===== config.mk =====
export PLATFORM = sky130hd
export DESIGN_NAME = snn_inference_scheduler_flat
export DESIGN_NICKNAME = d
export VERILOG_FILES = /design/src/rtl/snn_sched_if.sv /design/src/rtl/snn_inference_scheduler.sv /design/src/flat_wrapper.sv
export SDC_FILE = /design/constraint.sdc
export NUM_CORES = 1
export LEC_CHECK = 0
export ABC_CLOCK_PERIOD_IN_PS = 5100
export CAP_MARGIN = 20
export CORE_UTILIZATION = 34
export CTS_BUF_LIST = sky130_fd_sc_hd__clkbuf_8
export CTS_CLUSTER_SIZE = 14
export DETAILED_ROUTE_END_ITERATION = 6
export GPL_TIMING_DRIVEN = 0
export RECOVER_POWER = 50
export SLEW_MARGIN = 20
export SYNTH_ARGS = -nofsm -noshare
export SYNTH_HDL_FRONTEND = slang
export SYNTH_SLANG_ARGS = --single-unit

===== constraint.sdc =====
create_clock -name S_AXI_ACLK -period 5.1 [get_ports S_AXI_ACLK]
set_input_delay 1.02 -clock S_AXI_ACLK [delete_from_list [all_inputs] [get_ports S_AXI_ACLK]]
set_output_delay 1.02 -clock S_AXI_ACLK [all_outputs]
set_load 0.1 [all_outputs]

===== src/rtl/snn_sched_if.sv =====
// Handshake bundle between the SNN inference scheduler, its config registers and the layer datapath.
interface snn_sched_if #(
    parameter int NUM_LAYERS  = 1,
    parameter int NUM_OUTPUTS = 2,
    parameter int STEP_WIDTH  = 16,
    parameter int CNT_WIDTH   = 16,
    parameter int WIN_WIDTH   = 1
) ();
    logic                             start;
    logic                             abort;
    logic [STEP_WIDTH-1:0]            num_steps;
    logic                             busy;
    logic                             done;
    logic                             net_clear;
    logic                             input_load;
    logic                             input_ack;
    logic [NUM_LAYERS:0]              layer_go;
    logic                             layer_done;
    logic [NUM_OUTPUTS-1:0]           out_spikes;
    logic [STEP_WIDTH-1:0]            step_count;
    logic [NUM_OUTPUTS*CNT_WIDTH-1:0] spike_count;
    logic [WIN_WIDTH-1:0]             winner;
    logic                             winner_valid;

    // Host/datapath side.
    modport master (
        output start, abort, num_steps, input_ack, layer_done, out_spikes,
        input  busy, done, net_clear, input_load, layer_go,
        input  step_count, spike_count, winner, winner_valid
    );

    // Scheduler side.
    modport slave (
        input  start, abort, num_steps, input_ack, layer_done, out_spikes,
        output busy, done, net_clear, input_load, layer_go,
        output step_count, spike_count, winner, winner_valid
    );
endinterface


===== src/rtl/snn_inference_scheduler.sv =====
// Runs one SNN inference over num_steps timesteps, firing each layer stage in order,
// counting output spikes per neuron and reporting the arg-max winner.
module snn_inference_scheduler #(
    parameter int NUM_LAYERS  = 1,
    parameter int NUM_OUTPUTS = 2,
    parameter int STEP_WIDTH  = 16,
    parameter int CNT_WIDTH   = 16,
    parameter int WIN_WIDTH   = 1
) (
    input logic        S_AXI_ACLK,
    input logic        S_AXI_ARESET,
    snn_sched_if.slave bus
);
    localparam int STAGES  = NUM_LAYERS + 1;
    localparam int STAGE_W = (STAGES > 1) ? $clog2(STAGES) : 1;
    localparam int IDX_W   = (NUM_OUTPUTS > 1) ? $clog2(NUM_OUTPUTS) : 1;

    localparam logic [2:0] S_IDLE     = 3'd0;
    localparam logic [2:0] S_CLEAR    = 3'd1;
    localparam logic [2:0] S_LOAD     = 3'd2;
    localparam logic [2:0] S_GO       = 3'd3;
    localparam logic [2:0] S_WAIT     = 3'd4;
    localparam logic [2:0] S_STEP_END = 3'd5;
    localparam logic [2:0] S_ARGMAX   = 3'd6;
    localparam logic [2:0] S_DONE     = 3'd7;

    logic [2:0]            state;
    logic [STEP_WIDTH-1:0] steps_lat;
    logic [STEP_WIDTH-1:0] step_cnt;
    logic [STEP_WIDTH-1:0] step_next;
    logic [STAGE_W-1:0]    stage;
    logic [IDX_W-1:0]      scan_idx;
    logic [IDX_W-1:0]      win_idx;
    logic [CNT_WIDTH-1:0]  cnt [NUM_OUTPUTS];
    logic                  win_vld;
    logic                  aborting;

    function automatic logic [CNT_WIDTH-1:0] sat_inc(input logic [CNT_WIDTH-1:0] v);
        return (&v) ? v : v + CNT_WIDTH'(1);
    endfunction

    assign aborting  = bus.abort && (state != S_IDLE);
    assign step_next = step_cnt + STEP_WIDTH'(1);

    always_ff @(posedge S_AXI_ACLK) begin
        if (S_AXI_ARESET) begin
            state     <= S_IDLE;
            steps_lat <= '0;
            step_cnt  <= '0;
            stage     <= '0;
            scan_idx  <= '0;
            win_idx   <= '0;
            win_vld   <= 1'b0;
            for (int i = 0; i < NUM_OUTPUTS; i++) cnt[i] <= '0;
        end else if (aborting) begin
            // Counts and step_count deliberately keep their partial values.
            state   <= S_IDLE;
            win_vld <= 1'b0;
        end else begin
            case (state)
                S_IDLE: begin
                    if (bus.start) begin
                        steps_lat <= bus.num_steps;
                        win_vld   <= 1'b0;
                        if (bus.num_steps != '0) begin
                            state <= S_CLEAR;
                        end else begin
                            step_cnt <= '0;
                            for (int i = 0; i < NUM_OUTPUTS; i++) cnt[i] <= '0;
                            win_idx  <= '0;
                            scan_idx <= IDX_W'(1);
                            state    <= S_ARGMAX;
                        end
                    end
                end
                S_CLEAR: begin
                    step_cnt <= '0;
                    for (int i = 0; i < NUM_OUTPUTS; i++) cnt[i] <= '0;
                    state <= S_LOAD;
                end
                S_LOAD: begin
                    if (bus.input_ack) begin
                        stage <= '0;
                        state <= S_GO;
                    end
                end
                S_GO: state <= S_WAIT;
                S_WAIT: begin
                    if (bus.layer_done) begin
                        if (stage != STAGE_W'(NUM_LAYERS)) begin
                            stage <= stage + STAGE_W'(1);
                            state <= S_GO;
                        end else begin
                            for (int i = 0; i < NUM_OUTPUTS; i++)
                                if (bus.out_spikes[i]) cnt[i] <= sat_inc(cnt[i]);
                            state <= S_STEP_END;
                        end
                    end
                end
                S_STEP_END: begin
                    step_cnt <= step_next;
                    if (step_next == steps_lat) begin
                        win_idx  <= '0;
                        scan_idx <= IDX_W'(1);
                        state    <= S_ARGMAX;
                    end else begin
                        state <= S_LOAD;
                    end
                end
                S_ARGMAX: begin
                    // Strictly-greater replacement keeps ties on the lowest index.
                    if (NUM_OUTPUTS > 1) begin
                        if (cnt[scan_idx] > cnt[win_idx]) win_idx <= scan_idx;
                        if (scan_idx == IDX_W'(NUM_OUTPUTS - 1)) begin
                            win_vld <= 1'b1;
                            state   <= S_DONE;
                        end else begin
                            scan_idx <= scan_idx + IDX_W'(1);
                        end
                    end else begin
                        win_vld <= 1'b1;
                        state   <= S_DONE;
                    end
                end
                S_DONE:  state <= S_IDLE;
                default: state <= S_IDLE;
            endcase
        end
    end

    // Strobes are gated by abort so they drop in the very cycle abort arrives.
    assign bus.busy         = (state != S_IDLE);
    assign bus.done         = (state == S_DONE) && !bus.abort;
    assign bus.net_clear    = (state == S_CLEAR) && !bus.abort;
    assign bus.input_load   = (state == S_LOAD) && !bus.abort;
    assign bus.layer_go     = ((state == S_GO) && !bus.abort) ? (STAGES'(1) << stage) : '0;
    assign bus.step_count   = step_cnt;
    assign bus.winner       = WIN_WIDTH'(win_idx);
    assign bus.winner_valid = win_vld && !aborting;

    for (genvar gi = 0; gi < NUM_OUTPUTS; gi++) begin : g_cnt
        assign bus.spike_count[gi*CNT_WIDTH +: CNT_WIDTH] = cnt[gi];
    end
endmodule


===== src/flat_wrapper.sv =====
// flat-port wrapper written by rule: the top's interface ports become plain ports
module snn_inference_scheduler_flat 
#(
    parameter int NUM_LAYERS  = 1,
    parameter int NUM_OUTPUTS = 2,
    parameter int STEP_WIDTH  = 16,
    parameter int CNT_WIDTH   = 16,
    parameter int WIN_WIDTH   = 1
)
  (S_AXI_ACLK, S_AXI_ARESET, bus_start, bus_abort, bus_num_steps, bus_input_ack, bus_layer_done, bus_out_spikes, bus_busy, bus_done, bus_net_clear, bus_input_load, bus_layer_go, bus_step_count, bus_spike_count, bus_winner, bus_winner_valid);
  snn_sched_if #(.NUM_LAYERS(NUM_LAYERS), .NUM_OUTPUTS(NUM_OUTPUTS), .STEP_WIDTH(STEP_WIDTH), .CNT_WIDTH(CNT_WIDTH), .WIN_WIDTH(WIN_WIDTH)) bus_i ();
  input logic S_AXI_ACLK;
  input logic S_AXI_ARESET;
  input wire logic [$bits(bus_i.start)-1:0] bus_start;
  input wire logic [$bits(bus_i.abort)-1:0] bus_abort;
  input wire logic [$bits(bus_i.num_steps)-1:0] bus_num_steps;
  input wire logic [$bits(bus_i.input_ack)-1:0] bus_input_ack;
  input wire logic [$bits(bus_i.layer_done)-1:0] bus_layer_done;
  input wire logic [$bits(bus_i.out_spikes)-1:0] bus_out_spikes;
  output wire logic [$bits(bus_i.busy)-1:0] bus_busy;
  output wire logic [$bits(bus_i.done)-1:0] bus_done;
  output wire logic [$bits(bus_i.net_clear)-1:0] bus_net_clear;
  output wire logic [$bits(bus_i.input_load)-1:0] bus_input_load;
  output wire logic [$bits(bus_i.layer_go)-1:0] bus_layer_go;
  output wire logic [$bits(bus_i.step_count)-1:0] bus_step_count;
  output wire logic [$bits(bus_i.spike_count)-1:0] bus_spike_count;
  output wire logic [$bits(bus_i.winner)-1:0] bus_winner;
  output wire logic [$bits(bus_i.winner_valid)-1:0] bus_winner_valid;
  assign bus_i.start = bus_start;
  assign bus_i.abort = bus_abort;
  assign bus_i.num_steps = bus_num_steps;
  assign bus_i.input_ack = bus_input_ack;
  assign bus_i.layer_done = bus_layer_done;
  assign bus_i.out_spikes = bus_out_spikes;
  assign bus_busy = bus_i.busy;
  assign bus_done = bus_i.done;
  assign bus_net_clear = bus_i.net_clear;
  assign bus_input_load = bus_i.input_load;
  assign bus_layer_go = bus_i.layer_go;
  assign bus_step_count = bus_i.step_count;
  assign bus_spike_count = bus_i.spike_count;
  assign bus_winner = bus_i.winner;
  assign bus_winner_valid = bus_i.winner_valid;
  snn_inference_scheduler #(.NUM_LAYERS(NUM_LAYERS), .NUM_OUTPUTS(NUM_OUTPUTS), .STEP_WIDTH(STEP_WIDTH), .CNT_WIDTH(CNT_WIDTH), .WIN_WIDTH(WIN_WIDTH)) u_core (.S_AXI_ACLK(S_AXI_ACLK), .S_AXI_ARESET(S_AXI_ARESET), .bus(bus_i));
endmodule

==> qor.yml <==
finish:
  finish.utilization: 0.441
  syn2layout_area_growth_pct: 24.9
  layout_commonest_cell: "clkdlybuf4s50_1"
  final_cell_mix: "70 x clkdlybuf4s50_1, 68 x nor2_1, 62 x nand2_1"
  num_antenna_cells: 0
  nets: 665
  drive_above_1_share: 0.0861
  n_fill_cell: 1364
die:
  die_w_um: 120
  die_y_um: 120
  core_area_sq_mm: 0.0134
  ios: 80
  start_util: 0.353
  die_area_sq_mm: 0.0144
  rows: 42
power_and_ir_drop:
  cellPowerDensity_mw_per_mm2: 252
  power.leakage_nw: 2.01
  vdd_drop_max_mv: 0.108
  p_total_w: 0.00149
detailed_routing:
  routed_wl_mm: 12.9
  route.detailed.drc: 0
  first_iter_violations: 294
  firstDrtPassIters: 5
  wl_per_cell_um: 16.1
  viasPerCell: 5.34
  antenna_left: 0
  vias: 4290
sta:
  worst_slack_ns: 1.22
  setup_viol: 0
  rsz0062_at_grt: "no"
  finClkSkew_ns: 0.0116
  slew_violations: 0
  tightest_slew_ns: 0.988
  hold_violations: 0
  fmax_ghz: 0.258
  holdWs_ns: 0.471
  final.setup.tns_ns: 0
  slew_headroom: 0.339
  timing.final.crit_period_ns: 3.88
  finalCritPeriodShare: 0.761
setup_path:
  path_class: "input pin to output port"
  reg2regPathDepth: 10
  path_max_fanout: 8
  critPathCaptureType: "output port"
  worst-endpoint-required_ns: 4.08
  crit_path_start_kind: "input pin"
  cp.arrival_ns: 2.86
  crit_path_start: "bus_abort"
  r2r_slack_ns: 1.85
grt:
  gr-total-overflow: 0
  antenna_found_initial: 0
  grt_first_pass_wirelength_mm: 21.2
  grt_pass1_vias: 4122
  grt_max_degree: 17
  track_usage: 0.190
clock_network:
  clkTransAtPathRegs_ns: 0.09
  htree_levels: 3
  cts.sinks: 73
  cts-resized-gates: 0
  clock_path_buffers: 2
  cts_buffers: 9
  cts_tree: "yes"
  cts_setup_buffers: 0
  holdBufCountCts: 0
  clock_latency_ns: 0.38
  clock-root-buffer: "clkbuf_8"
run_status:
  status: "complete, no violations"
yosys:
  synthFlopType: "dfxtp_1"
  yosys.cell_types.count: 60
  synth-edff-count: 32
  syn_inst: 533
  yosysWarnings: 0
  yosysSeqAreaShare: 0.376
  async_flop_share: 0
  ys_ff_latch: 73
  syn_avg_cell_area_sq_um: 8.88
  syn_nets: 576
  syn_area_sq_mm: 0.00473
placed_design:
  hpwl_mm: 9.87
  place_ws_ns: 1.35
  gp_congestion: 0.869
  portBuffers: 78
worst_hold_path:
  whs_path_depth: 2
  hp-start: "u_core.steps_lat[15]"
  hold_path_end: "u_core.steps_lat[15]"
  min_path_type: "flop to flop"
job:
  max-cap-violations: 0
-- through the flow --
step	cells	instance area [sq um]
floorplan	533	4750
global placement	787	5750
detailed placement	787	5750
finish	803	5910
global route	803	5910
CTS	803	5950
-- critical path, cell delays in order --
cell	delay [ns]
clkbuf_1	0.20
nor3_1	0.42
clkdlybuf4s50_1	1.21
-- state kept, by name, indices dropped and copies added (netlist names), named ones only --
signal and cells:
u_core.steps_lat 16, u_core.bus.step_count 16, u_core.win_vld 1, u_core.state 3, u_core.cnt 32, u_core.scan_idx 1
u_core.bus.winner 1, u_core.stage 1
-- how the worst max path moves through the flow --
stage	end	cells after the start
6_report	bus_net_clear	3
5_1_grt	bus_layer_go[1]	4
4_1_cts	bus_layer_go[1]	4
3_5_place_dp	bus_net_clear	3
3_3_place_gp	bus_net_clear	3
2_1_floorplan	bus_layer_go[0]	2
-- layer usage --
| metal | track usage | routed length (um) | vias up |
|---|---|---|---|
| met1 | 0.257 | 6280 | 2061 |
| li1 | - | - | 2104 |
| met2 | 0.294 | 5910 | 111 |
| met4 | 0.0672 | 193 | 0 |
| met5 | 0 | 0 | - |
| met3 | 0.0428 | 515 | 14 |
-- cell usage after synthesis (3+ instances only) --
master    count  area [sq um]
o21a_1        5          37.5
edfxtp_1     32           961
and4_1        4          35.0
or2_2         3          18.8
inv_1        10          37.5
nor2_1       68           255
nand2b_1      6          37.5
mux2_2       15           169
nand3b_1      5          37.5
ha_1         19           238
o21ai_0      19          95.1
and3_1        8          50.1
clkbuf_1     13          48.8
or3_1         3          18.8
nor4_1       10          62.6
nand4_1      14          87.6
a21oi_1      42           210
a31o_2        3          26.3
nor3_1        8          40.0
buf_1         3          11.3
xor2_1       26           228
nor3b_1       3          22.5
mux2i_1      16           160
xnor2_1      26           228
nand3_4       3          52.6
buf_2         4          20.0
dfxtp_1      41           821
and2_1        4          25.0
nand3_1      20           100
nand2_1      62           233
-- cell families (layout without fill, tap and decap cells) --
kind of cell | count (synthesis) | count (layout) | share of synthesized area
AND/OR/NAND/NOR | 234 | 234 | 0.255
AO/OA/AOI/OAI | 89 | 89 | 0.117
flip-flops | 73 | 73 | 0.376
XOR/XNOR | 52 | 52 | 0.0962
buffers and inverters | 34 | 128 | 0.0309
multiplexers | 32 | 32 | 0.0743
adder cells (fa/ha/maj) | 19 | 19 | 0.0502
-- final cells by class --
type	instances	area, sq um	area share
buffer	23	104	0.0176
clock buffer	9	124	0.0209
clock inverter	7	75.1	0.0127
inverter	11	41.3	0.00698
multi-input combinational	426	2790	0.471
sequential	73	1780	0.301
tap	176	220	0.0372
timing repair buffer	78	781	0.132
-- power breakdown --
group	switching (W)	internal, W	leakage [nW]	total, W
clock	0.000249	0.000231	0.105	0.000480
combinational	0.000229	0.000104	1.24	0.000332
sequential	0.0000374	0.000637	0.667	0.000675
No activity file was read; power rests on OpenSTA's default activity.
